===== config.mk =====
export PLATFORM = sky130hd
export DESIGN_NAME = ddr3_req_arbiter_flat
export DESIGN_NICKNAME = d
export VERILOG_FILES = /design/src/rtl/ddr3_req_arbiter_if.sv /design/src/rtl/ddr3_req_arbiter.sv /design/src/flat_wrapper.sv
export SDC_FILE = /design/constraint.sdc
export NUM_CORES = 1
export LEC_CHECK = 0
export BUFFER_PORTS_ARGS = -buffer_cell sky130_fd_sc_hd__buf_2
export CAP_MARGIN = 40
export CORE_MARGIN = 4
export CORE_UTILIZATION = 46
export CTS_BUF_LIST = sky130_fd_sc_hd__clkbuf_4
export DETAILED_ROUTE_END_ITERATION = 7
export PLACE_DENSITY = 0.88
export SLEW_MARGIN = 20
export SYNTH_ARGS = -nofsm -noshare
export SYNTH_HDL_FRONTEND = slang
export SYNTH_SLANG_ARGS = --single-unit

===== constraint.sdc =====
create_clock -name clock -period 4.7 [get_ports clock]
set_clock_uncertainty 0.2 [all_clocks]
set_input_delay 0 -clock clock [delete_from_list [all_inputs] [get_ports clock]]
set_output_delay 0 -clock clock [all_outputs]
set_load 0.01 [all_outputs]

===== src/rtl/ddr3_req_arbiter_if.sv =====
// Request/command bundle between the read/write request ports, the arbiter and the DDR3 sequencer.
// Signal names keep the arbiter-side _i/_o direction suffixes on both modports.
interface ddr3_req_arbiter_if #(
    parameter int unsigned ADDRS        = 32,
    parameter int unsigned MEM_ID_WIDTH = 4
);
    logic                    wr_req_i;
    logic                    wr_ack_o;
    logic                    wr_lst_i;
    logic [MEM_ID_WIDTH-1:0] wr_tid_i;
    logic [ADDRS-1:0]        wr_adr_i;

    logic                    rd_req_i;
    logic                    rd_ack_o;
    logic                    rd_lst_i;
    logic [MEM_ID_WIDTH-1:0] rd_tid_i;
    logic [ADDRS-1:0]        rd_adr_i;

    logic                    cmd_valid_o;
    logic                    cmd_ready_i;
    logic                    cmd_write_o;
    logic                    cmd_last_o;
    logic [MEM_ID_WIDTH-1:0] cmd_tid_o;
    logic [ADDRS-1:0]        cmd_adr_o;

    modport slave (
        input  wr_req_i, wr_lst_i, wr_tid_i, wr_adr_i,
        input  rd_req_i, rd_lst_i, rd_tid_i, rd_adr_i,
        input  cmd_ready_i,
        output wr_ack_o, rd_ack_o,
        output cmd_valid_o, cmd_write_o, cmd_last_o, cmd_tid_o, cmd_adr_o
    );

    modport master (
        output wr_req_i, wr_lst_i, wr_tid_i, wr_adr_i,
        output rd_req_i, rd_lst_i, rd_tid_i, rd_adr_i,
        output cmd_ready_i,
        input  wr_ack_o, rd_ack_o,
        input  cmd_valid_o, cmd_write_o, cmd_last_o, cmd_tid_o, cmd_adr_o
    );
endinterface


===== src/rtl/ddr3_req_arbiter.sv =====
// Read/write request arbiter feeding a single-register DDR3 command stage; sequences never interleave.
// Define DDR3_ARB_STARVE_EN to enable the write-starvation override (WR_STARVE_LIMIT); otherwise read always wins in IDLE.
module ddr3_req_arbiter #(
    parameter int unsigned ADDRS           = 32,
    parameter int unsigned MEM_ID_WIDTH    = 4,
    parameter int unsigned WR_STARVE_LIMIT = 4
) (
    input  logic                  clock,
    input  logic                  reset,
    ddr3_req_arbiter_if.slave     arb
);

    if (WR_STARVE_LIMIT < 1 || WR_STARVE_LIMIT > 255) begin : g_bad_limit
        $error("WR_STARVE_LIMIT must be in 1..255");
    end

    typedef enum logic [1:0] {
        IDLE   = 2'd0,
        RD_SEQ = 2'd1,
        WR_SEQ = 2'd2
    } state_e;

    state_e                  state_q, state_d;
    logic                    cmd_valid_q, cmd_valid_d;
    logic                    cmd_write_q, cmd_write_d;
    logic                    cmd_last_q,  cmd_last_d;
    logic [MEM_ID_WIDTH-1:0] cmd_tid_q,   cmd_tid_d;
    logic [ADDRS-1:0]        cmd_adr_q,   cmd_adr_d;

    logic free_c;
    logic starve_hit_c;
    logic rd_ok_c, wr_ok_c;
    logic wr_pick_c, rd_pick_c;
    logic wr_ack_c, rd_ack_c;

`ifdef DDR3_ARB_STARVE_EN
    localparam logic [7:0] STARVE_LIM = 8'(WR_STARVE_LIMIT);

    logic [7:0] starve_q, starve_d;

    // Counts reads granted past a waiting write; saturates at the limit.
    always_comb begin
        starve_d = starve_q;
        if (wr_ack_c || !arb.wr_req_i) begin
            starve_d = 8'd0;
        end else if (rd_ack_c && (starve_q != STARVE_LIM)) begin
            starve_d = starve_q + 8'd1;
        end
    end

    always_ff @(posedge clock) begin
        if (reset) begin
            starve_q <= 8'd0;
        end else begin
            starve_q <= starve_d;
        end
    end

    assign starve_hit_c = (starve_q == STARVE_LIM);
`else
    assign starve_hit_c = 1'b0;
`endif

    // Grant uses only inputs and registered state; cmd_ready_i enters only via the free test.
    always_comb begin
        free_c    = !cmd_valid_q || arb.cmd_ready_i;
        rd_ok_c   = arb.rd_req_i && (state_q != WR_SEQ);
        wr_ok_c   = arb.wr_req_i && (state_q != RD_SEQ);
        wr_pick_c = wr_ok_c && (!rd_ok_c || starve_hit_c);
        rd_pick_c = rd_ok_c && !wr_pick_c;
        wr_ack_c  = !reset && free_c && wr_pick_c;
        rd_ack_c  = !reset && free_c && rd_pick_c;
    end

    // Sequence tracking: a lst=0 ack locks the arbiter to that port until its lst=1 ack.
    always_comb begin
        state_d = state_q;
        case (state_q)
            IDLE: begin
                if (rd_ack_c && !arb.rd_lst_i) begin
                    state_d = RD_SEQ;
                end else if (wr_ack_c && !arb.wr_lst_i) begin
                    state_d = WR_SEQ;
                end
            end
            RD_SEQ: begin
                if (rd_ack_c && arb.rd_lst_i) begin
                    state_d = IDLE;
                end
            end
            WR_SEQ: begin
                if (wr_ack_c && arb.wr_lst_i) begin
                    state_d = IDLE;
                end
            end
            default: state_d = IDLE;
        endcase
    end

    // Output stage: load on ack, drop valid after a handshake with nothing new, otherwise hold.
    always_comb begin
        cmd_valid_d = cmd_valid_q;
        cmd_write_d = cmd_write_q;
        cmd_last_d  = cmd_last_q;
        cmd_tid_d   = cmd_tid_q;
        cmd_adr_d   = cmd_adr_q;
        if (wr_ack_c) begin
            cmd_valid_d = 1'b1;
            cmd_write_d = 1'b1;
            cmd_last_d  = arb.wr_lst_i;
            cmd_tid_d   = arb.wr_tid_i;
            cmd_adr_d   = arb.wr_adr_i;
        end else if (rd_ack_c) begin
            cmd_valid_d = 1'b1;
            cmd_write_d = 1'b0;
            cmd_last_d  = arb.rd_lst_i;
            cmd_tid_d   = arb.rd_tid_i;
            cmd_adr_d   = arb.rd_adr_i;
        end else if (arb.cmd_ready_i) begin
            cmd_valid_d = 1'b0;
        end
    end

    always_ff @(posedge clock) begin
        if (reset) begin
            state_q     <= IDLE;
            cmd_valid_q <= 1'b0;
            cmd_write_q <= 1'b0;
            cmd_last_q  <= 1'b0;
            cmd_tid_q   <= '0;
            cmd_adr_q   <= '0;
        end else begin
            state_q     <= state_d;
            cmd_valid_q <= cmd_valid_d;
            cmd_write_q <= cmd_write_d;
            cmd_last_q  <= cmd_last_d;
            cmd_tid_q   <= cmd_tid_d;
            cmd_adr_q   <= cmd_adr_d;
        end
    end

    assign arb.wr_ack_o    = wr_ack_c;
    assign arb.rd_ack_o    = rd_ack_c;
    assign arb.cmd_valid_o = cmd_valid_q;
    assign arb.cmd_write_o = cmd_write_q;
    assign arb.cmd_last_o  = cmd_last_q;
    assign arb.cmd_tid_o   = cmd_tid_q;
    assign arb.cmd_adr_o   = cmd_adr_q;

endmodule

===== src/flat_wrapper.sv =====
// flat-port wrapper written by rule: the top's interface ports become plain ports
module ddr3_req_arbiter_flat 
#(
    parameter int unsigned ADDRS           = 32,
    parameter int unsigned MEM_ID_WIDTH    = 4,
    parameter int unsigned WR_STARVE_LIMIT = 4
)
  (clock, reset, arb_wr_req_i, arb_wr_lst_i, arb_wr_tid_i, arb_wr_adr_i, arb_rd_req_i, arb_rd_lst_i, arb_rd_tid_i, arb_rd_adr_i, arb_cmd_ready_i, arb_wr_ack_o, arb_rd_ack_o, arb_cmd_valid_o, arb_cmd_write_o, arb_cmd_last_o, arb_cmd_tid_o, arb_cmd_adr_o);
  ddr3_req_arbiter_if #(.ADDRS(ADDRS), .MEM_ID_WIDTH(MEM_ID_WIDTH)) arb_i ();
  input  logic clock;
  input  logic reset;
  input wire logic [$bits(arb_i.wr_req_i)-1:0] arb_wr_req_i;
  input wire logic [$bits(arb_i.wr_lst_i)-1:0] arb_wr_lst_i;
  input wire logic [$bits(arb_i.wr_tid_i)-1:0] arb_wr_tid_i;
  input wire logic [$bits(arb_i.wr_adr_i)-1:0] arb_wr_adr_i;
  input wire logic [$bits(arb_i.rd_req_i)-1:0] arb_rd_req_i;
  input wire logic [$bits(arb_i.rd_lst_i)-1:0] arb_rd_lst_i;
  input wire logic [$bits(arb_i.rd_tid_i)-1:0] arb_rd_tid_i;
  input wire logic [$bits(arb_i.rd_adr_i)-1:0] arb_rd_adr_i;
  input wire logic [$bits(arb_i.cmd_ready_i)-1:0] arb_cmd_ready_i;
  output wire logic [$bits(arb_i.wr_ack_o)-1:0] arb_wr_ack_o;
  output wire logic [$bits(arb_i.rd_ack_o)-1:0] arb_rd_ack_o;
  output wire logic [$bits(arb_i.cmd_valid_o)-1:0] arb_cmd_valid_o;
  output wire logic [$bits(arb_i.cmd_write_o)-1:0] arb_cmd_write_o;
  output wire logic [$bits(arb_i.cmd_last_o)-1:0] arb_cmd_last_o;
  output wire logic [$bits(arb_i.cmd_tid_o)-1:0] arb_cmd_tid_o;
  output wire logic [$bits(arb_i.cmd_adr_o)-1:0] arb_cmd_adr_o;
  assign arb_i.wr_req_i = arb_wr_req_i;
  assign arb_i.wr_lst_i = arb_wr_lst_i;
  assign arb_i.wr_tid_i = arb_wr_tid_i;
  assign arb_i.wr_adr_i = arb_wr_adr_i;
  assign arb_i.rd_req_i = arb_rd_req_i;
  assign arb_i.rd_lst_i = arb_rd_lst_i;
  assign arb_i.rd_tid_i = arb_rd_tid_i;
  assign arb_i.rd_adr_i = arb_rd_adr_i;
  assign arb_i.cmd_ready_i = arb_cmd_ready_i;
  assign arb_wr_ack_o = arb_i.wr_ack_o;
  assign arb_rd_ack_o = arb_i.rd_ack_o;
  assign arb_cmd_valid_o = arb_i.cmd_valid_o;
  assign arb_cmd_write_o = arb_i.cmd_write_o;
  assign arb_cmd_last_o = arb_i.cmd_last_o;
  assign arb_cmd_tid_o = arb_i.cmd_tid_o;
  assign arb_cmd_adr_o = arb_i.cmd_adr_o;
  ddr3_req_arbiter #(.ADDRS(ADDRS), .MEM_ID_WIDTH(MEM_ID_WIDTH), .WR_STARVE_LIMIT(WR_STARVE_LIMIT)) u_core (.clock(clock), .reset(reset), .arb(arb_i));
endmodule

==> impl_metrics.csv, run 1 <==
group,metric,value,unit
run_status,status,"completed",
synthesis,ys_ff_latch,41,
synthesis,synthTopCellsByCount,"dfxtp_1 (41), a221o_1 (36), and2_1 (30)",
synthesis,synth.top_cell.area_share,47.0,%
worst_setup_path,max_stage_delay,550,ps
worst_setup_path,crit_required,4800,ps
cells_and_area,nets,426,
worst_setup_path,worst_path_max_delay_cell,"dlygate4sd3_1",
synthesis,synth.yosys.seq_area_share,47.0,%
clock_network,cts_resized,0,
clock_network,insertion_delay,350,ps
place,portBuffers,119,
synthesis,synth_warnings,0,
synthesis,syn_area_per_cell,11.7,um2
sta,slew_headroom,63.5,%
global_routing,grt_overflow,0,
clock_network,cts_root_buf,"clkbuf_4",
synthesis,yosysTopAreaCell,"dfxtp_1",
drt,wl_met3,385,um
power,clockPowerShare,26.7,%
power,switching_share,26.8,%
clock_network,numCtsBuffers,5,
power,p_seq_share,46.5,%
worst_setup_path,worstPathArrival,2560,ps
sta,drv_slew,0,
sta,rsz0062_at_grt,"no",
worst_setup_path,cp_num_buf_inv,2,
floorplanning,core_area,3660,um2
synthesis,yosysMostFrequentCell,"dfxtp_1",
drt,wl_met2,3.75,mm
cells_and_area,diodes,0,
floorplanning,die-area,4850,um2
global_routing,grt_start_max_net_pins,39,
sta,holdWs,51.7,ps
synthesis,async_flop_share,0,%
clock_network,cts_tree,"built",
global_routing,grt_pass1_wl,11.0,mm
drt,drt-total-wl,6.85,mm
floorplanning,start_util,47.7,%
power,ir_drop,312,uV
place,gp_congestion,0.810,
power,powerDensity,269,nW/um2
power,power.leakage,1.61,nW
clock_network,clk_pin_slew,120,ps
drt,drcViolationCount,0,
cells_and_area,drive_gt1_share,41.1,%
power,p_sw,0.230,mW
sta,worst_slack,2240,ps
place,pre_cts_slack,2870,ps
synthesis,syn_nets,228,
sta,setup_viol,0,
global_routing,antenna_found_initial,0,
power,p_total,0.860,mW
sta,worst_pin_slew,547,ps
drt,wl_per_cell,17.3,um
worst_setup_path,worst-path-max-fanout,20,
floorplanning,die_x,69.6,um
place,dp_hpwl,3.57,mm
global_routing,first_global_vias,2243,
worst_setup_path,end_kind,"flop",
sta,final_hold_viol_count,0,
worst_setup_path,start_kind,"flop",
clock_network,cts.sinks,41,
power,pwr-share-comb,26.7,%
drt,dr.pass1.iters,4,
sta,fmax,406,MHz
global_routing,grtUsageTotal,28.6,%
floorplanning,ios,120,
clock_network,clock_path_buffers,2,
power,internal-power,0.629,mW
worst_setup_path,crit_chain,"nor2b_4 -> o21bai_2 -> a31oi_4 -> buf_8 -> a221o_1 -> dlygate4sd3_1",
worst_setup_path,criticalPathCategory,"flop to flop",
drt,via_count,2059,
drt,detail_route.vias_per_cell,5.20,
synthesis,synth_area_leaders,"dfxtp_1 (47%), a221o_1 (21%), and2_1 (11%)",
worst_setup_path,cp_top_family,"buffers and inverters",
cells_and_area,syn_to_final_growth,82.7,%
sta,final.setup.tns,0,ps
synthesis,synth_edf_count,0,
cells_and_area,fin_util,87.3,%
clock_network,htreeDepth,2,
drt,drt_iter0_markers,158,
sta,period_share,52.3,%
drt,dr.max_layer_used,"met4",
run,drv_cap,0,
floorplanning,rows,22,
synthesis,synth_cell_type_count,30,
synthesis,syn_inst,149,
drt,ant_nets,0,
floorplanning,die_y,69.6,um
min_path,worstHoldPathType,"input pin to flop",
drt,m1WireLength,2.46,mm
synthesis,synth_flop_cell,"dfxtp_1",
synthesis,netlist_area,1750,um2
sta,fin_crit,2460,ps
-- worst paths after layout --
kind | start | end | slack (ps) | cells past startpoint
hold / removal | arb_rd_req_i | u_core.arb.cmd_write_o | 50 | 4
setup reg to reg | u_core.state_q[1] | u_core.arb.cmd_adr_o[4] | 2240 | 6
hold reg to reg | u_core.arb.cmd_write_o | u_core.arb.cmd_write_o | 310 | 2
setup / recovery | u_core.state_q[1] | u_core.arb.cmd_adr_o[4] | 2240 | 6
-- kinds of logic (layout without fill, tap and decap cells) --
family          Yosys count  count (layout)  synth area share [%]
simple gates             48              48                  18.5
compound gates           44              44                  25.3
mux                       1               1                 0.573
buf+inv                  14             213                  8.02
fa+ha+maj                 1               1                 0.644
flops                    41              41                  47.0
-- power by group through the flow --
stage | registers [mW] | logic, mW | clock network [mW]
2_1_floorplan | 0.418 | 0.0697 | 0
3_3_place_gp | 0.404 | 0.147 | 0
3_5_place_dp | 0.404 | 0.153 | 0
4_1_cts | 0.397 | 0.221 | 0.234
5_1_grt | 0.403 | 0.247 | 0.248
6_report | 0.400 | 0.230 | 0.230
-- flip-flops by register name, indices dropped and copies added (netlist names) --
| name | count |
|---|---|
| u_core.arb.cmd_last_o | 1 |
| u_core.state_q | 2 |
| u_core.arb.cmd_tid_o | 4 |
| u_core.arb.cmd_valid_o | 1 |
| u_core.arb.cmd_adr_o | 32 |
| u_core.arb.cmd_write_o | 1 |
-- layout by cell type (no fill, tap or decap), drive strengths merged --
| cell type | Yosys | final |
|---|---|---|
| o21ai | 1 | 1 |
| dfxtp | 41 | 41 |
| maj3 | 1 | 1 |
| nand2b | 2 | 2 |
| nor2 | 3 | 3 |
| nor4 | 1 | 1 |
| a211oi | 1 | 1 |
| a31oi | 1 | 1 |
| or2 | 1 | 1 |
| nand3 | 1 | 1 |
| inv | 3 | 3 |
| nand3b | 1 | 1 |
| and2 | 36 | 36 |
| a2111oi | 1 | 1 |
| nor2b | 2 | 2 |
| o21bai | 1 | 1 |
| dlygate4sd3 | 0 | 81 |
| nor3 | 1 | 1 |
| clkbuf | 0 | 5 |
| mux2i | 1 | 1 |
| bufinv | 0 | 1 |
| a311oi | 1 | 1 |
| clkinvlp | 0 | 1 |
| a21oi | 1 | 1 |
| buf | 9 | 121 |
| o21a | 1 | 1 |
| clkinv | 0 | 1 |
| a221o | 36 | 36 |
-- layer usage --
metal	vias to the layer above	track usage, %
met1	988	29.7
met5	-	0
li1	965	-
met3	27	6.67
met2	79	51.9
met4	0	16.8
-- repair_timing --
action / in CTS / in global routing
buffers inserted: 0 / 0
endpoints found under the hold margin: 41 / 0
hold buffers: 81 / 0
-- area by class of cell --
class | count | area, um2
multi-input cells | 94 | 787
clock inverters | 3 | 41.3
clock buffers | 5 | 37.5
repair buffers | 202 | 1430
inverters | 3 | 18.8
fillers | 203 | 467
well taps | 48 | 60.1
flip-flops and latches | 41 | 821
-- stage by stage --
step,instances,area [um2]
floorplan,149,1750
global placement,306,2290
detailed placement,307,2300
CTS,396,3190
global route,396,3190
finish,396,3190
-- worst register-to-register path, stage by stage (launching register included) --
cell and delay, ps:
dfxtp_1 430, nor2b_4 220, o21bai_2 100, a31oi_4 480, buf_8 250, a221o_1 170
dlygate4sd3_1 550
Power figures use the tool's default switching activity.
==> inputs of run 2 (changes only) <==
--- a/config.mk
+++ b/config.mk
@@ -5,13 +5,14 @@
 export SDC_FILE = /design/constraint.sdc
 export NUM_CORES = 1
 export LEC_CHECK = 0
+export ABC_AREA = 1
 export BUFFER_PORTS_ARGS = -buffer_cell sky130_fd_sc_hd__buf_2
 export CAP_MARGIN = 40
 export CORE_MARGIN = 4
-export CORE_UTILIZATION = 46
+export CORE_UTILIZATION = 45
 export CTS_BUF_LIST = sky130_fd_sc_hd__clkbuf_4
 export DETAILED_ROUTE_END_ITERATION = 7
-export PLACE_DENSITY = 0.88
+export PLACE_DENSITY = 0.82
 export SLEW_MARGIN = 20
 export SYNTH_ARGS = -nofsm -noshare
 export SYNTH_HDL_FRONTEND = slang
==> constraint.sdc (replaced) <==
create_clock -name clock -period 2.4 [get_ports clock]
set_clock_uncertainty 0.2 [all_clocks]
set_input_delay 0 -clock clock [delete_from_list [all_inputs] [get_ports clock]]
set_output_delay 0 -clock clock [all_outputs]
set_load 0.01 [all_outputs]
==> impl_metrics.csv, run 2 <==
group,metric,value,unit
run_status,status,"completed",
drt,dr.pass1.iters,4,
power,ir_drop,323,uV
synthesis,synth_edf_count,0,
global_routing,grt_start_max_net_pins,41,
cells_and_area,diodes,0,
global_routing,antenna_found_initial,0,
min_path,whs_path_depth,2,
synthesis,async_flop_share,0,%
synthesis,synth_flop_cell,"dfxtp_1",
power,powerDensity,476,nW/um2
sta,worst_pin_slew,658,ps
cells_and_area,layout_commonest_cell,"buf_2",
drt,drcViolationCount,0,
floorplanning,die_y,75.1,um
drt,ant_nets,0,
clock_network,cts_tree,"built",
floorplanning,die-area,5650,um2
cells_and_area,most-common-layout-cells,"buf_2 (119), nand2_1 (118), dlygate4sd3_1 (82)",
sta,final_hold_viol_count,0,
place,dp_hpwl,3.72,mm
sta,slew_headroom,56.0,%
worst_setup_path,r2r.worst_path.cells,12,
worst_setup_path,start_kind,"input pin",
place,gp_congestion,0.841,
worst_setup_path,crit_chain,"dlygate4sd3_1 -> buf_2 -> buf_4 -> inv_1 -> nand2_1 -> nor2_1 -> nand3b_1 -> dlygate4sd3_1 -> nand3_1 -> nand3_1 -> a21oi_1",
synthesis,syn_nets,361,
worst_setup_path,criticalPathCategory,"input pin to flop",
cells_and_area,stdcell_area,3480,um2
clock_network,clk_pin_slew,110,ps
synthesis,synth.top_cell.area_share,40.5,%
synthesis,yosysTopAreaCell,"dfxtp_1",
clock_network,cts.sinks,41,
clock_network,numCtsBuffers,5,
synthesis,syn_area_per_cell,7.19,um2
synthesis,synth_area_leaders,"dfxtp_1 (40%), nand2_1 (22%), a21oi_2 (9.5%)",
clock_network,htreeDepth,2,
floorplanning,start_util,46.6,%
global_routing,grt_pass1_wl,11.2,mm
place,pre_cts_slack,418,ps
synthesis,syn_inst,282,
drt,wl_per_cell,13.7,um
worst_setup_path,crit_start,"reset",
place,dp.cells,441,
sta,drv_slew,0,
worst_setup_path,crit_required,2460,ps
synthesis,synth_warnings,0,
place,portBuffers,119,
synthesis,netlist_area,2030,um2
sta,rsz0062_at_grt,"no",
drt,via_count,2576,
drt,detail_route.vias_per_cell,4.87,
worst_setup_path,worst-path-max-fanout,40,
sta,worst_slack,150,ps
cells_and_area,drive_gt1_share,37.7,%
synthesis,yosysMostFrequentCell,"nand2_1",
clock_network,insertion_delay,330,ps
global_routing,grt_overflow,0,
cells_and_area,largest_reg_flops,32,
clock_network,cts_root_buf,"clkbuf_4",
worst_setup_path,worstReg2RegEnd,"u_core.arb.cmd_adr_o[29]",
sta,setup_viol,0,
cells_and_area,fin_cells,529,
worst_setup_path,reg2reg_slack,150,ps
place,post_dp_cell_area,2600,um2
floorplanning,ios,120,
synthesis,synthTopCellsByCount,"nand2_1 (118), dfxtp_1 (41), a21oi_2 (22)",
global_routing,first_global_vias,2594,
floorplanning,core_area,4350,um2
worst_setup_path,max_stage_delay,590,ps
cells_and_area,fin_util,80.0,%
worst_setup_path,end_kind,"flop",
clock_network,clock_path_buffers,2,
min_path,worstHoldPathType,"flop to flop",
synthesis,synth.yosys.seq_area_share,40.5,%
power,power.leakage,1.89,nW
drt,drt-total-wl,7.25,mm
drt,drt_iter0_markers,103,
synthesis,ys_ff_latch,41,
cells_and_area,syn_to_final_growth,71.8,%
sta,fmax,445,MHz
worst_setup_path,cp-endpoint,"u_core.state_q[1]",
floorplanning,rows,24,
sta,fin_crit,2250,ps
global_routing,grtUsageTotal,25.8,%
synthesis,synth_cell_type_count,19,
sta,final.setup.tns,0,ps
worst_setup_path,timing.rr.start,"u_core.state_q[0]",
worst_setup_path,worstPathArrival,2310,ps
run,drv_cap,0,
floorplanning,die_x,75.1,um
worst_setup_path,worst_path_max_delay_cell,"dlygate4sd3_1",
cells_and_area,nets,557,
sta,period_share,93.7,%
==> run 2: routing by layer <==
| layer | routed length, um | up-vias | track usage, % | share of wire [%] |
|---|---|---|---|---|
| met3 | 611 | 22 | 6.14 | 8.4 |
| met5 | 0 | - | 0 | 0 |
| met2 | 3770 | 117 | 48.4 | 52 |
| met4 | 207 | 0 | 12.8 | 2.9 |
| li1 | - | 1270 | - | - |
| met1 | 2660 | 1167 | 26.5 | 37 |
==> run 2: final cells by class <==
type / instances / area (um2)
timing repair buffer: 205 / 1490
multi-input combinational: 215 / 1030
fill: 287 / 870
sequential: 41 / 821
tap: 52 / 65.1
inverter: 10 / 40.0
clock buffer: 5 / 37.5
clock inverter: 1 / 5.00
==> run 2: worst min-delay path by stage <==
stage / from / to / slack, ps
4_1_cts: arb_wr_req_i / u_core.arb.cmd_adr_o[28] / 270
5_1_grt: arb_cmd_ready_i / u_core.arb.cmd_valid_o / 320
3_5_place_dp: arb_wr_adr_i[18] / u_core.arb.cmd_adr_o[18] / 110
6_report: u_core.arb.cmd_last_o / u_core.arb.cmd_last_o / 280
3_3_place_gp: arb_wr_adr_i[20] / u_core.arb.cmd_adr_o[20] / 100
2_1_floorplan: reset / u_core.state_q[1] / -10
==> run 2: cells by family after synthesis <==
| kind of cell | after synthesis | share of synthesized area, % |
|---|---|---|
| buffers and inverters | 26 | 8.76 |
| and+or+nand+nor | 171 | 35.7 |
| AOI/OAI and AO/OA | 44 | 15.1 |
| DFF | 41 | 40.5 |
==> run 2: through the flow <==
step	hold slack (ps)	total power [mW]
after global routing	318	1.76
after CTS	274	1.64
after floorplan	-11.9	1.07
final	279	1.66
after detailed placement	108	1.21
after global placement	96.1	1.19
==> run 2: where the power goes <==
| part | internal (mW) | total, mW | switching (mW) |
|---|---|---|---|
| registers | 0.738 | 0.775 | 0.0369 |
| clock network | 0.102 | 0.298 | 0.196 |
| logic | 0.300 | 0.585 | 0.285 |
==> run 2: critical path, delay by kind of cell <==
family	cells	cell delay, ps
AO/OA/AOI/OAI	1	120
buffers and inverters	5	1710
AND/OR/NAND/NOR	5	470
==> run 2: repair_timing <==
| action | 4_1_cts | 5_1_grt |
|---|---|---|
| endpoints found under the setup margin | 0 | 37 |
| endpoints found under the hold margin | 41 | 0 |
| setup buffers | 0 | 0 |
| hold buffers | 82 | 0 |
| gates resized for setup | 0 | 5 |
